===== src/rtl/uart_baud_tick_gen.sv =====
// -----------------------------------------------------------------------------
// uart_baud_tick_gen
//
// Baud-rate tick generator for the UART RX/TX bit state machines. A prescaler
// divides SystemClock by a runtime-programmable divisor to produce a one-cycle
// SampleTick. A sample counter then divides that by OVERSAMPLE to produce a
// one-cycle BitTick. NextBit is the legacy level output and toggles on every
// BitTick. Restart re-phases all counters, for example on a detected start-bit
// edge.
//
// Parameters:
//   DIV_W        width of Divisor and of the prescaler counter (>= 2)
//   OVERSAMPLE   sample ticks per bit (power of two, >= 4)
//   DEFAULT_DIV  divisor loaded at reset
//
// Ports:
//   SystemClock  in   system clock; everything is on the rising edge
//   ResetTimer   in   asynchronous active-high reset
//   Enable       in   1 = counters advance, 0 = counters hold
//   Restart      in   synchronous one-cycle re-phase request
//   Divisor      in   [DIV_W] clock cycles per sample tick (0 behaves as 1)
//   SampleTick   out  one-cycle pulse once per sample period
//   BitTick      out  one-cycle pulse once every OVERSAMPLE sample ticks
//   NextBit      out  toggles on every BitTick
//
// Build option:
//   UART_BAUD_MIDBIT_ALIGN_EN  when defined, Restart preloads the sample counter
//                              to OVERSAMPLE/2. The first BitTick then lands at
//                              the centre of the start bit (RX use). When it is
//                              not defined, BitTicks fall on bit boundaries
//                              (TX use).
// -----------------------------------------------------------------------------
module uart_baud_tick_gen #(
  parameter int DIV_W       = 16,
  parameter int OVERSAMPLE  = 16,
  parameter int DEFAULT_DIV = 326
) (
  input  logic             SystemClock,
  input  logic             ResetTimer,
  input  logic             Enable,
  input  logic             Restart,
  input  logic [DIV_W-1:0] Divisor,
  output logic             SampleTick,
  output logic             BitTick,
  output logic             NextBit
);

  localparam int OS_W = $clog2(OVERSAMPLE);

  localparam logic [DIV_W-1:0] DIV_ONE   = {{(DIV_W-1){1'b0}}, 1'b1};
  localparam logic [DIV_W-1:0] DIV_RESET = DIV_W'(DEFAULT_DIV);
  localparam logic [OS_W-1:0]  OS_LAST   = OS_W'(OVERSAMPLE - 1);
`ifdef UART_BAUD_MIDBIT_ALIGN_EN
  localparam logic [OS_W-1:0]  OS_PRELOAD = OS_W'(OVERSAMPLE / 2);
`else
  localparam logic [OS_W-1:0]  OS_PRELOAD = '0;
`endif

  logic [DIV_W-1:0] divQ;      // active divisor, sampled from Divisor
  logic [DIV_W-1:0] preCnt;    // prescaler count within a sample period
  logic [OS_W-1:0]  osCnt;     // sample count within a bit
  logic [DIV_W-1:0] effDiv;
  logic [DIV_W-1:0] lastCnt;
  logic             sampleEvent;

  // A divisor of 0 behaves as 1, so preCnt always stays below effDiv and no
  // overflow path exists.
  assign effDiv      = (divQ == '0) ? DIV_ONE : divQ;
  assign lastCnt     = effDiv - DIV_ONE;
  assign sampleEvent = (preCnt == lastCnt);

  // Priority order: ResetTimer, then Restart, then Enable.
  // Divisor is sampled only on Restart or at the end of a sample period, so the
  // period in flight always completes at the old divisor.
  always_ff @(posedge SystemClock or posedge ResetTimer) begin
    if (ResetTimer) begin
      divQ       <= DIV_RESET;
      preCnt     <= '0;
      osCnt      <= '0;
      SampleTick <= 1'b0;
      BitTick    <= 1'b0;
      NextBit    <= 1'b0;
    end else if (Restart) begin
      divQ       <= Divisor;
      preCnt     <= '0;
      osCnt      <= OS_PRELOAD;
      SampleTick <= 1'b0;
      BitTick    <= 1'b0;
      NextBit    <= 1'b0;
    end else if (!Enable) begin
      SampleTick <= 1'b0;
      BitTick    <= 1'b0;
    end else if (sampleEvent) begin
      divQ       <= Divisor;
      preCnt     <= '0;
      SampleTick <= 1'b1;
      if (osCnt == OS_LAST) begin
        osCnt   <= '0;
        BitTick <= 1'b1;
        NextBit <= ~NextBit;
      end else begin
        osCnt   <= osCnt + 1'b1;
        BitTick <= 1'b0;
      end
    end else begin
      preCnt     <= preCnt + DIV_ONE;
      SampleTick <= 1'b0;
      BitTick    <= 1'b0;
    end
  end

endmodule


===== config.mk =====
export PLATFORM = sky130hd
export DESIGN_NAME = uart_baud_tick_gen
export DESIGN_NICKNAME = d
export VERILOG_FILES = /design/src/rtl/uart_baud_tick_gen.sv
export SDC_FILE = /design/constraint.sdc
export NUM_CORES = 1
export LEC_CHECK = 0
export CORE_AREA = 5 5 89 112
export DETAILED_ROUTE_END_ITERATION = 8
export DIE_AREA = 0 0 94 117
export RECOVER_POWER = 100
export SYNTH_ARGS = -nofsm -noshare
export SYNTH_HDL_FRONTEND = slang
export SYNTH_SLANG_ARGS = --single-unit

===== constraint.sdc =====
create_clock -name SystemClock -period 4.74 [get_ports SystemClock]
set_input_delay 0.474 -clock SystemClock [delete_from_list [all_inputs] [get_ports SystemClock]]
set_output_delay 0.474 -clock SystemClock [all_outputs]
set_load 0.02 [all_outputs]

### Word level (Yosys, flattened, before mapping)

Cells that the tools add are included.

* output and inout port bits: 3
* bits of input ports: 20
* register bits: 39

* equality and inequality tests: 2
* add/subtract/negate cells: 3
* mux-type cells: 22
* bitwise gates (word level): 1
* reductions and logical operators: 6

Operators by type and width (number)
* $mux 16: 7
* $add 16x1->16 const B: 1
* $eq 16x16->1: 1
* $logic_not 16->1: 1
* $mux 4: 4
* $sub 16x1->16 const B: 1
* $mux 1: 11
* $reduce_bool 2->1: 3
* $add 4x1->4 const B: 1
* $eq 4x4->1 const B: 1
* $reduce_and 3->1: 1
* $reduce_and 2->1: 1
* $not 1->1: 1

### Longest topological paths before layout

Gate-level depths: netlist of run 1.

* depth in word-level cells: 7
* mapped depth: 13
* mapped depth without buffers: 11

### Worst setup path after synthesis of run 1

OpenSTA, ideal clock, no wires.

* kind: reg2reg
* start point: register divQ[12]
* end point: register divQ[0]
* data arrival time: 3.399 ns
* path buffers: 1
* data required time: 4.615 ns
* setup time: 0.125 ns
* cell stages (with the launch flop): 13
* setup slack: 1.215 ns
* cell sequence: dfrtp_1 > nor4_1 > and4b_1 > a21oi_1 > ha_1 > nor3b_1 > and2_1 > a211o_2 > a31oi_1 > nor4_4 > a21oi_4 > buf_12 > mux2_4

* longest elaborated chain between the ends: 6

RTL lines
* from (decl): RTL line 59 `logic [DIV_W-1:0] divQ;`
* from (signal assigned): RTL line 84 `divQ <= Divisor;`
* from (signal assigned): RTL line 94 `divQ <= Divisor;`
* $logic_not 16->1: RTL line 68 `assign effDiv = (divQ == '0) ? DIV_ONE : divQ;`
* $mux 16 *: RTL line 68
* $sub 16x1->16 *: RTL line 69 `assign lastCnt = effDiv - DIV_ONE;`
* $eq 16x16->1 *: RTL line 70 `assign sampleEvent = (preCnt == lastCnt);`
* $reduce_bool 2->1 (no line) *
* $reduce_and 2->1 (no line) *

Mark *: on every way between the ends. The rest lies on a longest branch, timed or not.
A chain may end at the register's enable or synchronous reset.

### Final worst setup path of run 1

* start point: register divQ[8]
* end point: register osCnt[1]

* longest elaborated chain between the ends: 6

RTL lines
* $logic_not 16->1: RTL line 68
* $mux 16 *: RTL line 68
* $sub 16x1->16 *: RTL line 69
* $eq 16x16->1 *: RTL line 70
* $reduce_bool 2->1 (no line) *
* $reduce_and 2->1 (no line) *
* to (signal assigned): RTL line 102 `osCnt <= osCnt + 1'b1;`
* to (decl): RTL line 61 `logic [OS_W-1:0] osCnt;`

Marks and branches as above.

==> results.toml, run 1 <==
[cts]
clock_latency_ns = 0.28
tritoncts = "built"
clock_path_buffers = 2
cts_resized = 0
worst_setup_hold_path_clk_slew_ns = 0.06
htreeDepth = 2
numCtsBuffers = 5
post_cts_buffers = 0
cts-root-buf = "clkbuf_16"
cts_hold_buf = 0
clkSinkCount = 39

[drt]
drt_iter0_drc = 81
vias = 1970
drcViolationCount = 0
via_per_inst = 4.97
ant_nets = 0
first_pass_iters = 4
wire_per_inst_um = 13.9
wl_um = 5490

[sta]
fmax_mhz = 245
period_minus_slack_ns = 4.08
setup_viol = 0
slew_violations = 40
fin_crit_sh_pct = 86.1
fin_skew_ns = 0.00615
grt_setup_unrepaired = "no"
hold_viol = 0
holdWs_ns = 0.590
max_slew_margin_pct = -39.4
worst_slew_pin_slew_ns = 2.09
finalSetupTns_ns = 0
timing.final.ws_setup_ns = 0.657

[power]
swShare_pct = 23.9
switching_power_w = 0.000205
p_leak_nw = 1.16
powerDensity_mw_per_mm2 = 287
power_frac_seq_pct = 43.9
comb_power_share_pct = 12.8
p_int_w = 0.000651
clkPwrFrac_pct = 43.2
peakVddDrop_mv = 0.130

[setup_path]
critPathKind = "flop to flop"
cp.arrival_ns = 4.21
r2r_cells = 12
critPathMaxFanout = 17
end_kind = "flop"
reg2reg_from = "divQ[8]$_DFFE_PP1P_"
cp.required_ns = 4.86
rrSetupSlack_ns = 0.66
worst_r2r_endpoint = "osCnt[1]$_DFFE_PP0P_"
cp-start-kind = "flop"

[hold_path]
holdCritPathClass = "flop to flop"
hold_start = "divQ[15]$_DFFE_PP0P_"
min_path_cells = 1
min_to = "divQ[15]$_DFFE_PP0P_"

[floorplan]
rows = 39
dieArea_mm2 = 0.0110
initial_core_util_pct = 28.7
die_x_um = 94
die_height_um = 117
coreArea_mm2 = 0.00888
ios = 23

[synthesis]
synth_edf_count = 0
synth_area_leaders = "dfrtp_1 (34%), mux2_4 (5.3%), xnor2_1 (4.5%)"
ys_seq_area_share_pct = 38.5
avgSynthCellArea_um2 = 10.1
postSynthCellCount = 253
synth_top_area_share_pct = 34.4
async_reset_ff_share_pct = 100
synth_commonest_cells = "dfrtp_1 (35), nor3_1 (20), nor2_1 (18)"
ys_types = 55
synth-main-ff-cell = "dfrtp_1"
ys_ff_latch = 39
yosysWarnings = 0
yosysTopAreaCell = "dfrtp_1"
synthesis.nets = 276
synth_area_mm2 = 0.00255
yosysMostFrequentCell = "dfrtp_1"

[layout]
fillers = 946
area_delta_synth_final_pct = 16.9
num_antenna_cells = 0
layout-drive-gt1-share_pct = 13.2
finalInstanceArea_mm2 = 0.00298
layout.nets = 296

[grt]
antenna_found_initial = 0
grt_pass1_vias = 2030
grt_usage_pct = 10.7
grt_first_pass_wirelength_um = 9490
grt_overflow = 0
grt_max_degree = 40

[placed_design]
placement.io_buffers = 22
placed_cell_area_mm2 = 0.00286
dp_hpwl_um = 4020
gp_congestion = 0.892
dp_slack_ns = 0.781

[outcome]
status = "finished with violations"
violations = "max-capacitance violations, max-slew violations"

[run]
drv_cap = 1
## power groups by stage
stage                     logic [W]  registers (W)  clock network [W]
final                      0.000110       0.000376           0.000370
after global routing       0.000122       0.000380           0.000397
after CTS                  0.000119       0.000376           0.000380
after detailed placement   0.000119       0.000382                  0
after global placement     0.000117       0.000382                  0
after floorplan           0.0000878       0.000374                  0
## cells in the final DEF, fill, tap and decap left out, types with 4 or more instances in the layout
cell type        Yosys  routed
dlygate4sd3_1        0       4
clkbuf_16            0       5
and3b_1              4       4
nor4_1               7       7
nand2_1             10      10
mux2_1               0       9
o21ai_0              5       5
xnor2_1             13      13
buf_4                0       4
xor2_1              12      12
dfrtp_1             35      35
nand3_1             15      15
a21oi_1              6       6
inv_1                5       5
nor3_1              20      20
clkdlybuf4s50_1      0      18
mux2i_1              4       4
mux2_2               9       9
nor2_1              18      18
and3_1               4       4
nor2b_1              8       8
## critical path, stage by stage, from the launching register on
cell and delay (ns):
dfstp_1 0.62, nor4_1 0.09, buf_4 0.16, and4b_1 0.23, a21oi_1 0.16, ha_1 0.21, nor3b_1 0.59, nand2_1 0.12
nor4_1 0.26, a31oi_1 0.13, nor4_4 0.41, and2_0 0.72, o21ai_0 0.21
## per-layer routing
metal  vias to the layer above  GRT usage (%)  part of all wire, %
li1                        964              -                    -
met1                       957           12.6                   44
met2                        43           19.0                   51
met3                         6           2.94                  3.7
met4                         0           3.47                  1.2
met5                         -              0                    0
## final cells by class
cell class / instances / area (um2) / area share (%)
Clock buffer: 6 / 129 / 4.32
Clock inverter: 1 / 30.0 / 1.01
Timing Repair Buffer: 27 / 254 / 8.52
Multi-Input combinational cell: 195 / 1410 / 47.4
Tap cell: 123 / 154 / 5.16
Sequential cell: 39 / 981 / 32.9
Inverter: 5 / 18.8 / 0.630
## registers in the layout, indices dropped and copies added, names as in the netlist
register / flops
SampleTick: 1
divQ: 16
NextBit: 1
BitTick: 1
osCnt: 4
preCnt: 16
## cell families after synthesis
group | Yosys count | share of synthesized area, %
multiplexers | 22 | 10.8
AND/OR/NAND/NOR | 115 | 26.3
adder cells (fa/ha/maj) | 3 | 1.47
flip-flops | 39 | 38.5
buffers and inverters | 19 | 4.66
AO/OA/AOI/OAI | 30 | 9.67
XOR/XNOR | 25 | 8.59
## worst max path at each step
| stage | start | end | slack [ns] | cells past startpoint |
|---|---|---|---|---|
| 2_1_floorplan | divQ[12]$_DFFE_PP0P_ | divQ[0]$_DFFE_PP0P_ | 1.22 | 12 |
| 3_3_place_gp | divQ[8]$_DFFE_PP1P_ | divQ[9]$_DFFE_PP0P_ | 0.89 | 12 |
| 3_5_place_dp | divQ[8]$_DFFE_PP1P_ | divQ[13]$_DFFE_PP0P_ | 0.78 | 12 |
| 4_1_cts | divQ[8]$_DFFE_PP1P_ | divQ[13]$_DFFE_PP0P_ | 0.75 | 12 |
| 5_1_grt | divQ[8]$_DFFE_PP1P_ | osCnt[1]$_DFFE_PP0P_ | 0.26 | 12 |
| 6_report | divQ[8]$_DFFE_PP1P_ | osCnt[1]$_DFFE_PP0P_ | 0.66 | 12 |
## through the flow
stage | util (%) | power [W] | cells
final | 33.6 | 0.000856 | 396
after global routing | 33.6 | 0.000899 | 396
after CTS | 34.0 | 0.000875 | 396
after detailed placement | 32.2 | 0.000501 | 389
after global placement | 32.2 | 0.000499 | 389
after floorplan | - | 0.000462 | 253
Note: power is estimated with default switching activity, not from simulation.
==> run 2: changes to the inputs <==
--- a/config.mk
+++ b/config.mk
@@ -9,6 +9,8 @@
 export DETAILED_ROUTE_END_ITERATION = 8
 export DIE_AREA = 0 0 94 117
 export RECOVER_POWER = 100
+export REMOVE_ABC_BUFFERS = 1
 export SYNTH_ARGS = -nofsm -noshare
 export SYNTH_HDL_FRONTEND = slang
 export SYNTH_SLANG_ARGS = --single-unit
+export TNS_END_PERCENT = 50
==> constraint.sdc (replaced) <==
create_clock -name SystemClock -period 3.8 [get_ports SystemClock]
set_input_delay 0.38 -clock SystemClock [delete_from_list [all_inputs] [get_ports SystemClock]]
set_output_delay 0.38 -clock SystemClock [all_outputs]
set_load 0.02 [all_outputs]
==> run 2 against run 1 <==
  * Design area up 0.34%
  * First-iteration DRC count down 7.4%
  * The run still ends with max-capacitance violations, max-slew violations left
  * Core utilization up 0.11 points
  * Sequential cell count unchanged
  * Die area unchanged
  * Largest cell class unchanged
  * Clock skew up 0.0033 ns
  * Sequential power up 25%
  * Total power up 20%
  * Count of clock-buffer cells in the layout down 1
==> results.toml, run 2 (synthesis gave the netlist of run 1 again) <==
[hold_path]
holdCritPathClass = "flop to flop"
hold_start = "osCnt[1]$_DFFE_PP0P_"
min_path_cells = 2
min_to = "osCnt[1]$_DFFE_PP0P_"

[drt]
vias = 1954
first_pass_iters = 4
drcViolationCount = 0
ant_nets = 0
drt_iter0_drc = 75
via_per_inst = 4.89
wl_um = 5700
wire_per_inst_um = 14.3

[cts]
cts-root-buf = "clkbuf_16"
htreeDepth = 2
numCtsBuffers = 5
post_cts_buffers = 0
tritoncts = "built"
clock_latency_ns = 0.29
cts_hold_buf = 0
clkSinkCount = 39
cts_resized = 0
clock_path_buffers = 2
worst_setup_hold_path_clk_slew_ns = 0.06

[grt]
grt_usage_pct = 11.2
grt_first_pass_wirelength_um = 9670
grt_pass1_vias = 1988
grt_overflow = 0
antenna_found_initial = 0
grt_max_degree = 40

[floorplan]
die_height_um = 117
die_x_um = 94
initial_core_util_pct = 28.7
coreArea_mm2 = 0.00888
rows = 39
dieArea_mm2 = 0.0110
ios = 23

[sta]
setup_viol = 0
max_slew_margin_pct = -41.2
period_minus_slack_ns = 3.52
grt_setup_unrepaired = "no"
fin_crit_sh_pct = 92.6
fmax_mhz = 284
holdWs_ns = 0.597
fin_skew_ns = 0.00941
hold_viol = 0
slew_violations = 40
finalSetupTns_ns = 0
worst_slew_pin_slew_ns = 2.12

[power]
power_frac_seq_pct = 45.8
total_power_w = 0.00103
p_leak_nw = 1.16
swShare_pct = 26.8
switching_power_w = 0.000275
p_int_w = 0.000751
powerDensity_mw_per_mm2 = 343
clkPwrFrac_pct = 40.5
peakVddDrop_mv = 0.149
comb_power_share_pct = 13.7

[setup_path]
end_kind = "flop"
reg2reg_from = "divQ[12]$_DFFE_PP0P_"
cp.required_ns = 3.97
cp.arrival_ns = 3.69
critPathMaxFanout = 17
r2r_cells = 12
rrSetupSlack_ns = 0.28
worst_r2r_endpoint = "divQ[13]$_DFFE_PP0P_"
critPathKind = "flop to flop"
cp-start-kind = "flop"

[layout]
num_antenna_cells = 0
fillers = 959
reg_top3 = "divQ: 16 flops, preCnt: 16 flops, osCnt: 4 flops"
area_delta_synth_final_pct = 17.3
layout.nets = 299
layout-drive-gt1-share_pct = 15.5
regArea_um2 = 981
multi_input_area_mm2 = 0.00142
final_common_cell = "dfrtp_1"
final_cell_mix = "dfrtp_1 (35), nor3_1 (20), nor2_1 (18), clkdlybuf4s50_1 (18), nand3_1 (15)"

[outcome]
status = "finished with violations"
violations = "max-capacitance violations, max-slew violations"

[run]
drv_cap = 1

[placed_design]
placement.io_buffers = 22
gp_congestion = 0.783
dp_hpwl_um = 4050
## run 2: layout make-up
class / count / share of cell area (%)
flip-flops and latches: 39 / 32.8
multi-input cells: 195 / 47.4
clock buffers: 5 / 4.18
inverters: 5 / 0.628
well taps: 123 / 5.15
repair buffers: 30 / 9.12
clock inverters: 3 / 0.669
## run 2: worst max-delay path by stage
stage                     slack, ns              endpoint                  from
after floorplan                0.17  divQ[10]$_DFFE_PP0P_  divQ[12]$_DFFE_PP0P_
after global placement         0.31   divQ[9]$_DFFE_PP0P_  divQ[12]$_DFFE_PP0P_
after detailed placement       0.26  divQ[13]$_DFFE_PP0P_  divQ[12]$_DFFE_PP0P_
after CTS                      0.24  divQ[13]$_DFFE_PP0P_  divQ[12]$_DFFE_PP0P_
after global routing           0.05  divQ[13]$_DFFE_PP0P_  divQ[12]$_DFFE_PP0P_
final                          0.28  divQ[13]$_DFFE_PP0P_  divQ[12]$_DFFE_PP0P_
## run 2: critical path, stage by stage (launching register included)
cell	delay [ns]
dfrtp_1	0.45
nor4_1	0.49
and4b_1	0.32
a21oi_1	0.08
ha_1	0.24
nor3b_1	0.16
and2_0	0.17
a211o_2	0.32
a31oi_1	0.27
nor4_4	0.12
a21oi_4	0.16
buf_4	0.27
mux2_2	0.36
## run 2: metrics by stage
step	util [%]	instance area [um2]	setup slack, ns	cells
after floorplan	-	2450	0.172	239
after detailed placement	32.5	2880	0.259	392
final	33.7	2990	0.282	400
after global routing	33.7	2990	0.0513	400
after global placement	32.5	2880	0.307	392
after CTS	34.1	3030	0.241	400
## run 2: routing by layer
metal  wire length [um]  track usage [%]  vias to the layer above
li1                   -                -                      964
met5                  0                0                        -
met1               2530             13.4                      938
met2               2800             19.1                       39
met3                233             2.75                       13
met4                146             4.91                        0
## run 2: power groups by stage
stage	clock network (W)	logic, W	registers [W]
final	0.000416	0.000140	0.000469
after global routing	0.000445	0.000157	0.000474
after CTS	0.000431	0.000152	0.000470
after detailed placement	0	0.000151	0.000477
after global placement	0	0.000148	0.000476
after floorplan	0	0.000101	0.000466
